$ cat config.mk
export PLATFORM = sky130hd
export DESIGN_NAME = cory_rdma1d
export DESIGN_NICKNAME = d
export VERILOG_FILES = /design/src/rtl/cory_rdma1d_pkg.sv /design/src/rtl/cory_queue.sv /design/src/rtl/cory_rdma1d.sv
export SDC_FILE = /design/constraint.sdc
export NUM_CORES = 1
export LEC_CHECK = 0
export CORE_MARGIN = 5
export CORE_UTILIZATION = 30
export DETAILED_ROUTE_END_ITERATION = 6
export DONT_BUFFER_PORTS = 1
export PLACE_DENSITY = 0.46
export SLEW_MARGIN = 30
export SYNTH_ARGS = -nofsm -noshare
export SYNTH_HDL_FRONTEND = slang
export SYNTH_SLANG_ARGS = --single-unit
$ cat constraint.sdc
create_clock -name clk -period 7.24 [get_ports clk]
set_input_delay 1.086 -clock clk [delete_from_list [all_inputs] [get_ports clk]]
set_output_delay 1.086 -clock clk [all_outputs]
set_load 0.05 [all_outputs]
$ cat src/rtl/cory_rdma1d_pkg.sv
`default_nettype none
// ============================================================================
//  Module      : cory_rdma1d_pkg
//  Description : Shared types and helpers for the 1D read DMA (FSM encoding,
//                integer log2 used to derive bus geometry).
//  Revision    : 1.0 - initial release
// ============================================================================
package cory_rdma1d_pkg;

  typedef enum logic [1:0] {
    ST_IDLE  = 2'd0,
    ST_RUN   = 2'd1,
    ST_DRAIN = 2'd2
  } state_t;

  // Ceiling log2; exact for powers of two, which is all the bus width allows.
  function automatic int f_log2(input int value);
    int res;
    res = 0;
    for (int i = 0; i < 31; i++) begin
      if ((1 << i) < value) res = i + 1;
    end
    return res;
  endfunction

endpackage
`default_nettype wire

$ cat src/rtl/cory_queue.sv
`default_nettype none
// ============================================================================
//  Module      : cory_queue
//  Description : Small valid/ready FIFO used as the read-data to stream
//                buffer. Full-registered occupancy; ready is simply "not full".
//  Revision    : 1.0 - initial release
// ============================================================================
module cory_queue #(
  parameter int N = 8,
  parameter int Q = 2
) (
  input  logic         clk,
  input  logic         reset_n,
  input  logic         in_v,
  input  logic [N-1:0] in_d,
  output logic         in_r,
  output logic         out_v,
  output logic [N-1:0] out_d,
  input  logic         out_r
);

  localparam int PW = (Q > 1) ? $clog2(Q) : 1;
  localparam int CW = $clog2(Q + 1);

  logic [N-1:0]  mem [Q];
  logic [PW-1:0] wr_ptr;
  logic [PW-1:0] rd_ptr;
  logic [CW-1:0] count;
  logic          push;
  logic          pop;

  function automatic logic [PW-1:0] f_inc(input logic [PW-1:0] p);
    return (p == PW'(Q - 1)) ? '0 : p + PW'(1);
  endfunction

  assign in_r  = (count != CW'(Q));
  assign out_v = (count != '0);
  assign out_d = mem[rd_ptr];
  assign push  = in_v & in_r;
  assign pop   = out_v & out_r;

  // Payload storage; contents are don't-care until counted as occupied.
  always_ff @(posedge clk) begin
    if (push) mem[wr_ptr] <= in_d;
  end

  // Pointers and occupancy; reset drops anything queued.
  always_ff @(posedge clk or negedge reset_n) begin
    if (!reset_n) begin
      wr_ptr <= '0;
      rd_ptr <= '0;
      count  <= '0;
    end else begin
      if (push) wr_ptr <= f_inc(wr_ptr);
      if (pop)  rd_ptr <= f_inc(rd_ptr);
      count <= count + CW'(push) - CW'(pop);
    end
  end

endmodule
`default_nettype wire

$ cat src/rtl/cory_rdma1d.sv
`default_nettype none
// ============================================================================
//  Module      : cory_rdma1d
//  Description : Read-only 1D DMA. Splits a (base, byte width) command into
//                read bursts of up to 2^L beats, bounds outstanding bursts,
//                and re-emits the read data as a stream tagged with the
//                command's final beat.
//  Revision    : 1.0 - initial release
// ============================================================================
module cory_rdma1d
  import cory_rdma1d_pkg::*;
#(
  parameter int A = 32,
  parameter int L = 4,
  parameter int D = 64,
  parameter int R = 11,
  parameter int Q = 4
) (
  input  logic         clk,
  input  logic         reset_n,
  input  logic         i_cmd_v,
  input  logic [R-1:0] i_cmd_width,
  input  logic [A-1:0] i_cmd_base,
  output logic         o_cmd_r,
  output logic         o_ar_v,
  output logic [A-1:0] o_ar_a,
  output logic [L-1:0] o_ar_l,
  input  logic         i_ar_r,
  input  logic         i_r_v,
  input  logic         i_r_l,
  input  logic [D-1:0] i_r_d,
  output logic         o_r_r,
  output logic         o_dout_v,
  output logic [D-1:0] o_dout_d,
  output logic         o_dout_l,
  input  logic         i_dout_r
);

  localparam int BUS_WIDTH = D / 8;
  localparam int BW        = f_log2(BUS_WIDTH);
  localparam int MAX_BYTE  = (2 ** L) * BUS_WIDTH;
  localparam int OW        = f_log2(Q + 1);
  localparam int CW        = R + 1;   // data byte counter may round past width

  state_t        state;
  state_t        state_nxt;
  logic [R-1:0]  cmd_width;
  logic [A-1:0]  addr;
  logic [R-1:0]  ar_cnt;
  logic [CW-1:0] dat_cnt;
  logic [OW-1:0] outstanding;

  logic [R-1:0]  rem;
  logic [R-1:0]  len_byte;
  logic [L:0]    beats;
  logic          ar_v;
  logic          ar_hs;
  logic          final_ar;
  logic          r_hs;
  logic          r_last_hs;
  logic          dout_hs;
  logic          cmd_hs;
  logic          beat_last;
  logic          q_in_r;
  logic          q_out_v;
  logic          q_out_l;

  // Burst sizing: remaining bytes clipped to one max burst, partial word rounds up.
  always_comb begin
    rem      = cmd_width - ar_cnt;
    len_byte = (32'(rem) > MAX_BYTE) ? R'(MAX_BYTE) : rem;
    beats    = (L+1)'(len_byte >> BW) + (L+1)'(|(len_byte & R'(BUS_WIDTH - 1)));
    final_ar = ({1'b0, ar_cnt} + {1'b0, len_byte}) >= {1'b0, cmd_width};
  end

  assign ar_v      = (state == ST_RUN) && (cmd_width != '0) && (outstanding < OW'(Q));
  assign ar_hs     = ar_v & i_ar_r;
  assign r_hs      = i_r_v & o_r_r;
  assign r_last_hs = r_hs & i_r_l;
  assign dout_hs   = q_out_v & i_dout_r;
  assign cmd_hs    = i_cmd_v & o_cmd_r;
  assign beat_last = (dat_cnt + CW'(BUS_WIDTH)) >= {1'b0, cmd_width};

  assign o_cmd_r  = (state == ST_IDLE);
  assign o_ar_v   = ar_v;
  assign o_ar_a   = ar_v ? addr : '0;
  assign o_ar_l   = ar_v ? L'(beats - (L+1)'(1)) : '0;
  assign o_r_r    = q_in_r && (state != ST_IDLE);
  assign o_dout_v = q_out_v;
  assign o_dout_l = q_out_v & q_out_l;

  cory_queue #(
    .N (D + 1),
    .Q (2)
  ) u_out_q (
    .clk     (clk),
    .reset_n (reset_n),
    .in_v    (r_hs),
    .in_d    ({beat_last, i_r_d}),
    .in_r    (q_in_r),
    .out_v   (q_out_v),
    .out_d   ({q_out_l, o_dout_d}),
    .out_r   (i_dout_r)
  );

  // FSM state register.
  always_ff @(posedge clk or negedge reset_n) begin
    if (!reset_n) state <= ST_IDLE;
    else          state <= state_nxt;
  end

  // FSM next state: idle -> issue bursts -> drain stream -> idle.
  always_comb begin
    state_nxt = state;
    case (state)
      ST_IDLE:  if (cmd_hs) state_nxt = ST_RUN;
      ST_RUN: begin
        if (cmd_width == '0)        state_nxt = ST_IDLE;
        else if (ar_hs && final_ar) state_nxt = ST_DRAIN;
      end
      ST_DRAIN: if (dout_hs && o_dout_l) state_nxt = ST_IDLE;
      default:  state_nxt = ST_IDLE;
    endcase
  end

  // Command latch, address/byte counters and outstanding-burst tracking.
  always_ff @(posedge clk or negedge reset_n) begin
    if (!reset_n) begin
      cmd_width   <= '0;
      addr        <= '0;
      ar_cnt      <= '0;
      dat_cnt     <= '0;
      outstanding <= '0;
    end else if (cmd_hs) begin
      cmd_width   <= i_cmd_width;
      addr        <= i_cmd_base;
      ar_cnt      <= '0;
      dat_cnt     <= '0;
      outstanding <= '0;
    end else begin
      if (ar_hs) begin
        ar_cnt <= ar_cnt + len_byte;
        addr   <= addr + A'(len_byte);
      end
      if (r_hs) dat_cnt <= dat_cnt + CW'(BUS_WIDTH);
      case ({ar_hs, r_last_hs})
        2'b10:   outstanding <= outstanding + OW'(1);
        2'b01:   if (outstanding != '0) outstanding <= outstanding - OW'(1);
        default: ;
      endcase
    end
  end

`ifdef SIM
  int unsigned exp_beats[$];
  int unsigned beat_idx;

  // Bus monitor: R-last must land exactly on the beat count each AR asked for.
  always @(posedge clk or negedge reset_n) begin
    if (!reset_n) begin
      exp_beats.delete();
      beat_idx = 0;
    end else begin
      if ((D > 1024) || (BUS_WIDTH < 1) || ((1 << BW) != BUS_WIDTH)) begin
        $error("cory_rdma1d: unsupported data width D=%0d", D);
        $finish;
      end
      if (ar_hs) exp_beats.push_back(int'(o_ar_l) + 1);
      if (r_last_hs && (outstanding == '0))
        $error("cory_rdma1d: R-last with no outstanding burst");
      if (r_hs && (exp_beats.size() != 0)) begin
        beat_idx++;
        if (i_r_l != (beat_idx == exp_beats[0]))
          $error("cory_rdma1d: R-last at beat %0d, burst length %0d", beat_idx, exp_beats[0]);
        if (i_r_l) begin
          void'(exp_beats.pop_front());
          beat_idx = 0;
        end
      end
    end
  end
`endif

endmodule
`default_nettype wire

After elaboration in Yosys (flattened, before gate mapping)
Memory sizes are Yosys's and may differ from the RTL's.
Cells that the tools add are included.

storage, ports and cells
  register bits after elaboration = 75
  bits in writable memories = 130
  input port bits = 114
  output and inout bits = 105
  memories = 1

cells by class
  add/sub/neg operators = 13
  magnitude comparators = 4
  equal/unequal tests = 9
  muxes and demuxes = 21
  bitwise operators = 7
  reductions and logical operators = 17

memories
  name         depth  bits a word  rd ports  clocked after memory_dff  write ports  RTL line          RTL
  u_out_q.mem  2      65           1         0                         1            cory_queue.sv:25  logic [N-1:0] mem [Q];

operators by type and width
  cell                                                                               count
  32-bit 2-to-1 mux                                                                  3
  11-bit 2-to-1 mux                                                                  3
  32-bit by 11-bit adder with 32-bit output                                          1
  12-bit by 11-bit greater-or-equal comparator with 1-bit output                     2
  12-bit 2-to-1 mux                                                                  2
  11-bit by 11-bit adder with 12-bit output                                          1
  12-bit by 4-bit adder with 12-bit output (second input constant)                   1
  11-bit adder                                                                       1
  11-bit by 8-bit greater-than comparator with 1-bit output (second input constant)  1
  11-bit logical NOT                                                                 1
  11-bit nonzero test                                                                1
  11-bit subtractor                                                                  1
  2-bit 2-to-1 mux                                                                   4
  2-bit nonzero test                                                                 4
  1-bit bitwise AND                                                                  7
  3-bit 2-to-1 mux                                                                   2
  2-bit one-hot mux with 3 select lines                                              1
  3-bit one-hot mux with 2 select lines                                              1
  3-bit nonzero test                                                                 2
  1-bit logical AND                                                                  5
  4-bit by 1-bit adder with 4-bit output                                             1
  2-bit by 1-bit equality test with 1-bit output (second input constant)             2
  2-bit equality test (second input constant)                                        2
  1-bit 2-to-1 mux                                                                   4
  16 further kinds                                                                   18

Logic depth before layout (Yosys ltp)
  depth in word-level cells = 9
  mapped depth = 28
  mapped depth without buffers = 28

By module
From an unflattened synthesis, not the netlist that was laid out.

second synthesis, totals
  cell total of the unflattened synthesis = 927
  area total of the unflattened synthesis = 10846.7 µm²

modules (own cells, without submodules)
  module       instances  cells an instance  area each (µm²)  sequential area each (µm²)
  cory_rdma1d  1          703                5779.3           1701.6
  cory_queue   1          224                5067.4           4003.8

Worst setup path after synthesis
No wires, ideal clock.

  path type = reg-to-reg
  start point = register cmd_width[0]
  end point = register state[1]
  data arrival time = 5373 ps
  setup slack = 1745 ps
  cell stages (with the launch flop) = 29
  buffers on the path = 0
  cells stage by stage = dfrtp_1 -> inv_1 -> ha_1 -> inv_1 -> fa_1 -> and3_1 -> o211a_1 -> nor2_1 -> xnor2_1 -> o41ai_1 -> and4_1 -> nand2_1 -> inv_1 -> ha_1 -> a21o_1 -> and2_1 -> maj3_1 -> inv_1 -> o32ai_1 -> a41oi_1 -> a22o_1 -> xnor2_1 -> ha_1 -> a21o_1 -> a211oi_1 -> nand2_1 -> a21oi_1 -> o211ai_1 -> a32o_1

between the ends
  cells in the longest elaborated chain, start to end = 8
  elaborated cells on any way between the ends = 15
  those cells by class = add/sub (2); order compare (2); eq/ne (1); mux (3); bitwise (1); reduce/logical (6)

RTL lines
  item                                                            RTL line            RTL
  from (decl)                                                     cory_rdma1d.sv:47   logic [R-1:0] cmd_width;
  from (signal assigned)                                          cory_rdma1d.sv:135  cmd_width <= i_cmd_width;
  11-bit subtractor                                               cory_rdma1d.sv:70   rem = cmd_width - ar_cnt;
  11-bit by 8-bit greater-than comparator with 1-bit output       cory_rdma1d.sv:71   len_byte = (32'(rem) > MAX_BYTE) ? R'(MAX_BYTE) : rem;
  11-bit 2-to-1 mux                                               cory_rdma1d.sv:71
  11-bit by 11-bit adder with 12-bit output                       cory_rdma1d.sv:73   final_ar = ({1'b0, ar_cnt} + {1'b0, len_byte}) >= {1'b0, cmd_width};
  12-bit by 11-bit greater-or-equal comparator with 1-bit output  cory_rdma1d.sv:73
  1-bit logical AND                                               cory_rdma1d.sv:119  else if (ar_hs && final_ar) state_nxt = ST_DRAIN;
  3-bit by 1-bit inequality test with 1-bit output (no line)      --
  3-bit AND reduction (no line)                                   --
  to (signal assigned)                                            cory_rdma1d.sv:109  else state <= state_nxt;
  to (decl)                                                       cory_rdma1d.sv:45   state_t state;

Parallel ways exist; a longest one is shown, timed or not.
A chain may end at the register's enable or synchronous reset.

Worst setup path after layout
Ends and elaborated chain as after synthesis.

==> impl_metrics.py <==
metrics = {
    "clock_network": {
        "cts_tree": "yes",
        "clock_sinks": 202,
        "postCtsSetupBuffers": 0,
        "htreeDepth": 1,
        "clk_pin_slew_ns": 0.07,
        "cts_root_buf": "clkbuf_16",
        "clkLatencyLatePin_ns": 0.53,
        "postCtsHoldBufs": 0,
        "cts_buffer_depth": 3,
        "cts-buffers-inserted": 24,
        "ctsResizeCount": 0,
    },
    "global_routing": {
        "grt_pass1_vias": 7331,
        "grt_max_degree": 79,
        "grt_overflow": 0,
        "antenna_found_initial": 0,
        "grt_pass1_wl_um": 44400,
        "grt_usage_pct": 13.6,
    },
    "final_layout": {
        "finalNetCount": 1122,
        "area_growth_pct": 12.5,
        "layout_commonest_cell": "edfxtp_1",
        "fillers": 3593,
        "diodes": 0,
        "most-common-layout-cells": "130 x edfxtp_1, 91 x nand2_1, 71 x dfrtp_1",
        "drive_above_1_share_pct": 15.2,
    },
    "critical_path": {
        "cp_common_cell": "inv_1",
        "r2r_slack_ns": 0.91,
        "critPathKind": "flop to flop",
        "reg2regPathDepth": 28,
        "critPathTopFamily": "compound AO/OA/AOI/OAI gates",
        "worstSetupStartpointType": "flop",
        "slowest_delay_ns": 0.57,
        "critPathArrivalTime_ns": 6.74,
        "critPathMaxFanout": 6,
        "reg2reg_from": "cmd_width[0]",
        "worstPathRequired_ns": 7.65,
        "critPathBufInv": 4,
        "crit_path_end_kind": "flop",
        "r2r-end": "state[1]",
        "cp_slowest_cell": "o41ai_1",
    },
    "logic_synthesis": {
        "postSynth.asyncResetShare_pct": 35.6,
        "synthCells": 955,
        "netlist_area_um2": 11000,
        "synth_flop_cell": "edfxtp_1",
        "ys_seq_area_share_pct": 52.0,
        "ys_warn_count": 0,
        "synth_cell_types": 85,
        "synth_edf_count": 130,
        "avgSynthCellArea_um2": 11.5,
        "ys_seq_elements": 202,
    },
    "hold_path": {
        "worst_hold_path_type": "input port to asynchronous set/reset pin",
    },
    "timing": {
        "fmax_mhz": 158,
        "period_needed_ns": 6.33,
        "slew_violations": 0,
        "finalHoldViolCount": 0,
        "slew_headroom_pct": 40.7,
        "finalClockSkew_ns": 0.0110,
        "worst_pin_slew_ns": 0.885,
        "post-route-period-util_pct": 87.4,
        "setup_violations": 0,
        "rsz0062_at_grt": "no",
        "setup_tns_ns": 0,
    },
    "run_status": {
        "outcome": "finished, final reports clean",
    },
    "route": {
        "wl_met2_um": 12800,
        "drtIter0Drc": 420,
        "post_drt_wl_per_cell_um": 19.8,
        "dr_wl_met3_um": 2120,
        "vias": 7197,
        "dr.pass1.iters": 5,
        "drc": 0,
        "wl_met1_um": 13000,
        "via_per_inst": 5.01,
        "wl_um": 28500,
        "top_layer": "met4",
        "ant_nets": 0,
    },
    "placed_design": {
        "hpwl_um": 20300,
        "numPortBuffers": 0,
        "gp_congestion": 0.784,
    },
    "die": {
        "core_um2": 36300,
        "ios": 219,
        "start_util_pct": 30.2,
        "die_height_um": 201,
        "die-area_um2": 40500,
        "die_w_um": 201,
        "rows": 70,
    },
    "job": {
        "drv_cap": 0,
    },
}
-- registers in the layout, indices dropped and copies added (netlist names) --
name and count:
state 2, u_out_q.count 2, addr 32, u_out_q.rd_ptr 1
u_out_q.wr_ptr 1, dat_cnt 9, cmd_width 11, ar_cnt 11
u_out_q.mem 130, outstanding 3
-- per-layer routing --
| layer | vias to the layer above | GRT usage, % |
|---|---|---|
| met5 | - | 0 |
| met4 | 0 | 3.49 |
| met3 | 41 | 4.30 |
| met2 | 201 | 21.7 |
| met1 | 3469 | 18.0 |
| li1 | 3486 | - |
-- cell families (layout without fill, tap and decap cells) --
group,Yosys count,in the layout,share of synthesized area (%)
AOI/OAI and AO/OA,182,182,11.8
muxes,78,78,7.89
adders and majority gates,60,60,7.02
and+or+nand+nor,298,298,14.4
other,1,6,0.0342
buffers and inverters,89,98,3.28
DFF,202,202,52.0
xor gates and xnor gates,45,45,3.59
-- how the worst max path moves through the flow --
stage                      start  endpoint  slack (ns)  cells past startpoint
global placement    cmd_width[0]  state[1]        1.09                     28
global route        cmd_width[0]  state[1]        0.47                     28
floorplan           cmd_width[0]  state[1]        1.75                     28
detailed placement  cmd_width[0]  state[1]        0.99                     28
finish              cmd_width[0]  state[1]        0.91                     28
CTS                 cmd_width[0]  state[1]        0.94                     28
-- cell type report --
type | count | area (um2) | area share [%]
clock inverters | 14 | 171 | 1.39
clock buffers | 29 | 651 | 5.27
repair buffers | 10 | 75.1 | 0.608
flip-flops and latches | 202 | 5710 | 46.3
multi-input cells | 669 | 4980 | 40.4
inverters | 45 | 169 | 1.37
well taps | 468 | 586 | 4.75
-- through the flow --
step	instances	utilization, %	area, um2	hold WS (ns)	setup slack, ns
2_1_floorplan	960	-	11000	0.460	1.75
3_3_place_gp	1394	31.7	11500	0.510	1.09
3_5_place_dp	1394	31.7	11500	0.534	0.986
4_1_cts	1437	33.9	12300	0.223	0.943
5_1_grt	1437	33.9	12300	0.233	0.468
6_report	1437	33.9	12300	0.259	0.910
-- cell usage after synthesis (19+ instances only) --
| library cell | count | area, um2 |
|---|---|---|
| nand3_1 | 36 | 180 |
| a21o_1 | 25 | 188 |
| xnor2_1 | 28 | 245 |
| mux2_2 | 64 | 721 |
| dfrtp_1 | 72 | 1800 |
| a21oi_1 | 36 | 180 |
| inv_1 | 43 | 161 |
| o21ai_0 | 38 | 190 |
| edfxtp_1 | 130 | 3900 |
| nor3_1 | 19 | 95.1 |
| and2_1 | 41 | 257 |
| ha_1 | 52 | 651 |
| clkbuf_1 | 37 | 139 |
| nor2_1 | 44 | 165 |
| nand2_1 | 91 | 342 |
Power is not shown: default switching activity piles up to over one toggle a cycle in this logic, so the estimate is an artifact.
==> RTL change (same settings) <==
Change the parameter `Q` from 4 to 8.
--- a/src/rtl/cory_rdma1d.sv
+++ b/src/rtl/cory_rdma1d.sv
@@ -14,7 +14,7 @@
   parameter int L = 4,
   parameter int D = 64,
   parameter int R = 11,
-  parameter int Q = 4
+  parameter int Q = 8
 ) (
   input  logic         clk,
   input  logic         reset_n,
Function: same outputs for any inputs over 4 cycles, from zero or initial values and one cycle with reset_n low; that may be too few to reach the edited logic, so the function may still have changed.
==> RTL change against the original RTL <==
Sequential cell count rose by 1. Design area fell by 0.96%. Die area fell by 0.79%. Routed wire length fell by 3.0%. Area after synthesis fell by 0.83%. Via count rose by 0.22%. Sequential share of layout area rose by 0.65 points. Setup slack got worse by 0.10 ns.
Power is not shown: default switching activity piles up to over one toggle a cycle in this logic, so the estimate is an artifact.
==> RTL change: results <==
[finish]
reg_top3 = "u_out_q.mem x130, addr x32"
layout-drive-gt1-share = 0.134
antenna_cells = 0
largest-register = "u_out_q.mem"
final_cells = 1435
num-nets-final = 1129

[synth]
synth_top_cells_by_count = "edfxtp_1, nand2_1, dfrtp_1"
synth_ff_type = "edfxtp_1"
ys_seq_area_frac = 0.527
async_reset_ff_frac = 0.360
syn-instance-count = 956
ys.warnings.count = 0
synth.area.top_cells = "edfxtp_1, dfrtp_1, mux2_2"
synth.distinct_cells = 79

[place]
dp_hpwl_um = 19300
gp_congestion = 0.792
post-place-ws_ns = 0.811
place_inst = 1390

[setup_path]
reg2reg_from = "cmd_width[0]$_DFFE_PN0P_"
cp_slowest_stage_delay_ns = 0.49
slowest_stage = "a221oi_1"
regToRegEndpoint = "state[1]$_DFFE_PN0P_"
r2r_slack_ns = 0.81
reg2reg_depth = 28
cp_max_fo = 8
end_kind = "flip-flop"
worst_setup_path_start_kind = "flip-flop"
crit_arrival_ns = 6.83

[grt]
grt_use_total = 0.130
grt_max_degree = 74
grt_pass1_vias = 7132
grt_pass1_wl_um = 42300
grt_antenna_before_repair = 2

[detailed_routing]
wl_per_cell_um = 19.3
drt-vias-per-instance = 5.03
drt_iter0_markers = 288
dr.pass1.iters = 4

[clock_tree]
ctsResizeCount = 0
clkLatencyLatePin_ns = 0.53
cts_buffers = 25
cts_setup_buffers = 0
cts-root-buf = "clkbuf_16"

[timing]
fin_crit_ns = 6.43
fin_skew_ns = 0.0165
relSlewSlack = 0.363

[run_status]
outcome = "complete, no violations"

[hold_path]
hold_path_class = "input pin to async pin"
==> RTL change: layout make-up <==
cell class	instances	area [um^2]
tap	461	577
multi-input combinational	669	4830
fill	3582	23400
sequential	203	5730
timing repair buffer	11	103
inverter	47	176
clock buffer	31	648
clock inverter	13	154
==> RTL change: worst min path at each step <==
stage	cells after the start	endpoint	slack, ns
after floorplan	1	outstanding[3]$_DFFE_PN0P_	0.48
after global placement	2	dat_cnt[11]$_DFFE_PN0P_	0.51
after detailed placement	2	addr[8]$_DFFE_PN0P_	0.52
after CTS	0	cmd_width[6]$_DFFE_PN0P_	0.21
after global routing	0	cmd_width[1]$_DFFE_PN0P_	0.22
final	0	cmd_width[1]$_DFFE_PN0P_	0.25
==> RTL change: logic make-up (layout without fill, tap and decap cells) <==
kind of cell / after synthesis / after routing / share of synthesized area
XOR/XNOR: 45 / 45 / 0.0362
AND/OR/NAND/NOR: 295 / 295 / 0.141
multiplexers: 70 / 70 / 0.0718
other: 1 / 6 / 0.000345
AO/OA/AOI/OAI: 195 / 195 / 0.121
buffers and inverters: 89 / 102 / 0.0336
flip-flops: 203 / 203 / 0.527
adder cells (fa/ha/maj): 58 / 58 / 0.0695
==> RTL change: metal layers <==
metal | track usage | up-vias | wire, um
li1 | - | 3505 | -
met1 | 0.173 | 3470 | 12600
met2 | 0.208 | 198 | 12400
met3 | 0.0431 | 38 | 2080
met4 | 0.0300 | 2 | 563
met5 | 0 | - | 13
==> RTL change: worst max-delay path: cells and delay by family (launching register included) <==
| kind | cells | cell delay (ns) |
|---|---|---|
| AOI/OAI and AO/OA | 15 | 3.59 |
| xor gates and xnor gates | 2 | 0.36 |
| and+or+nand+nor | 3 | 0.34 |
| buffers and inverters | 4 | 0.47 |
| DFF | 1 | 0.40 |
| adders and majority gates | 4 | 1.17 |
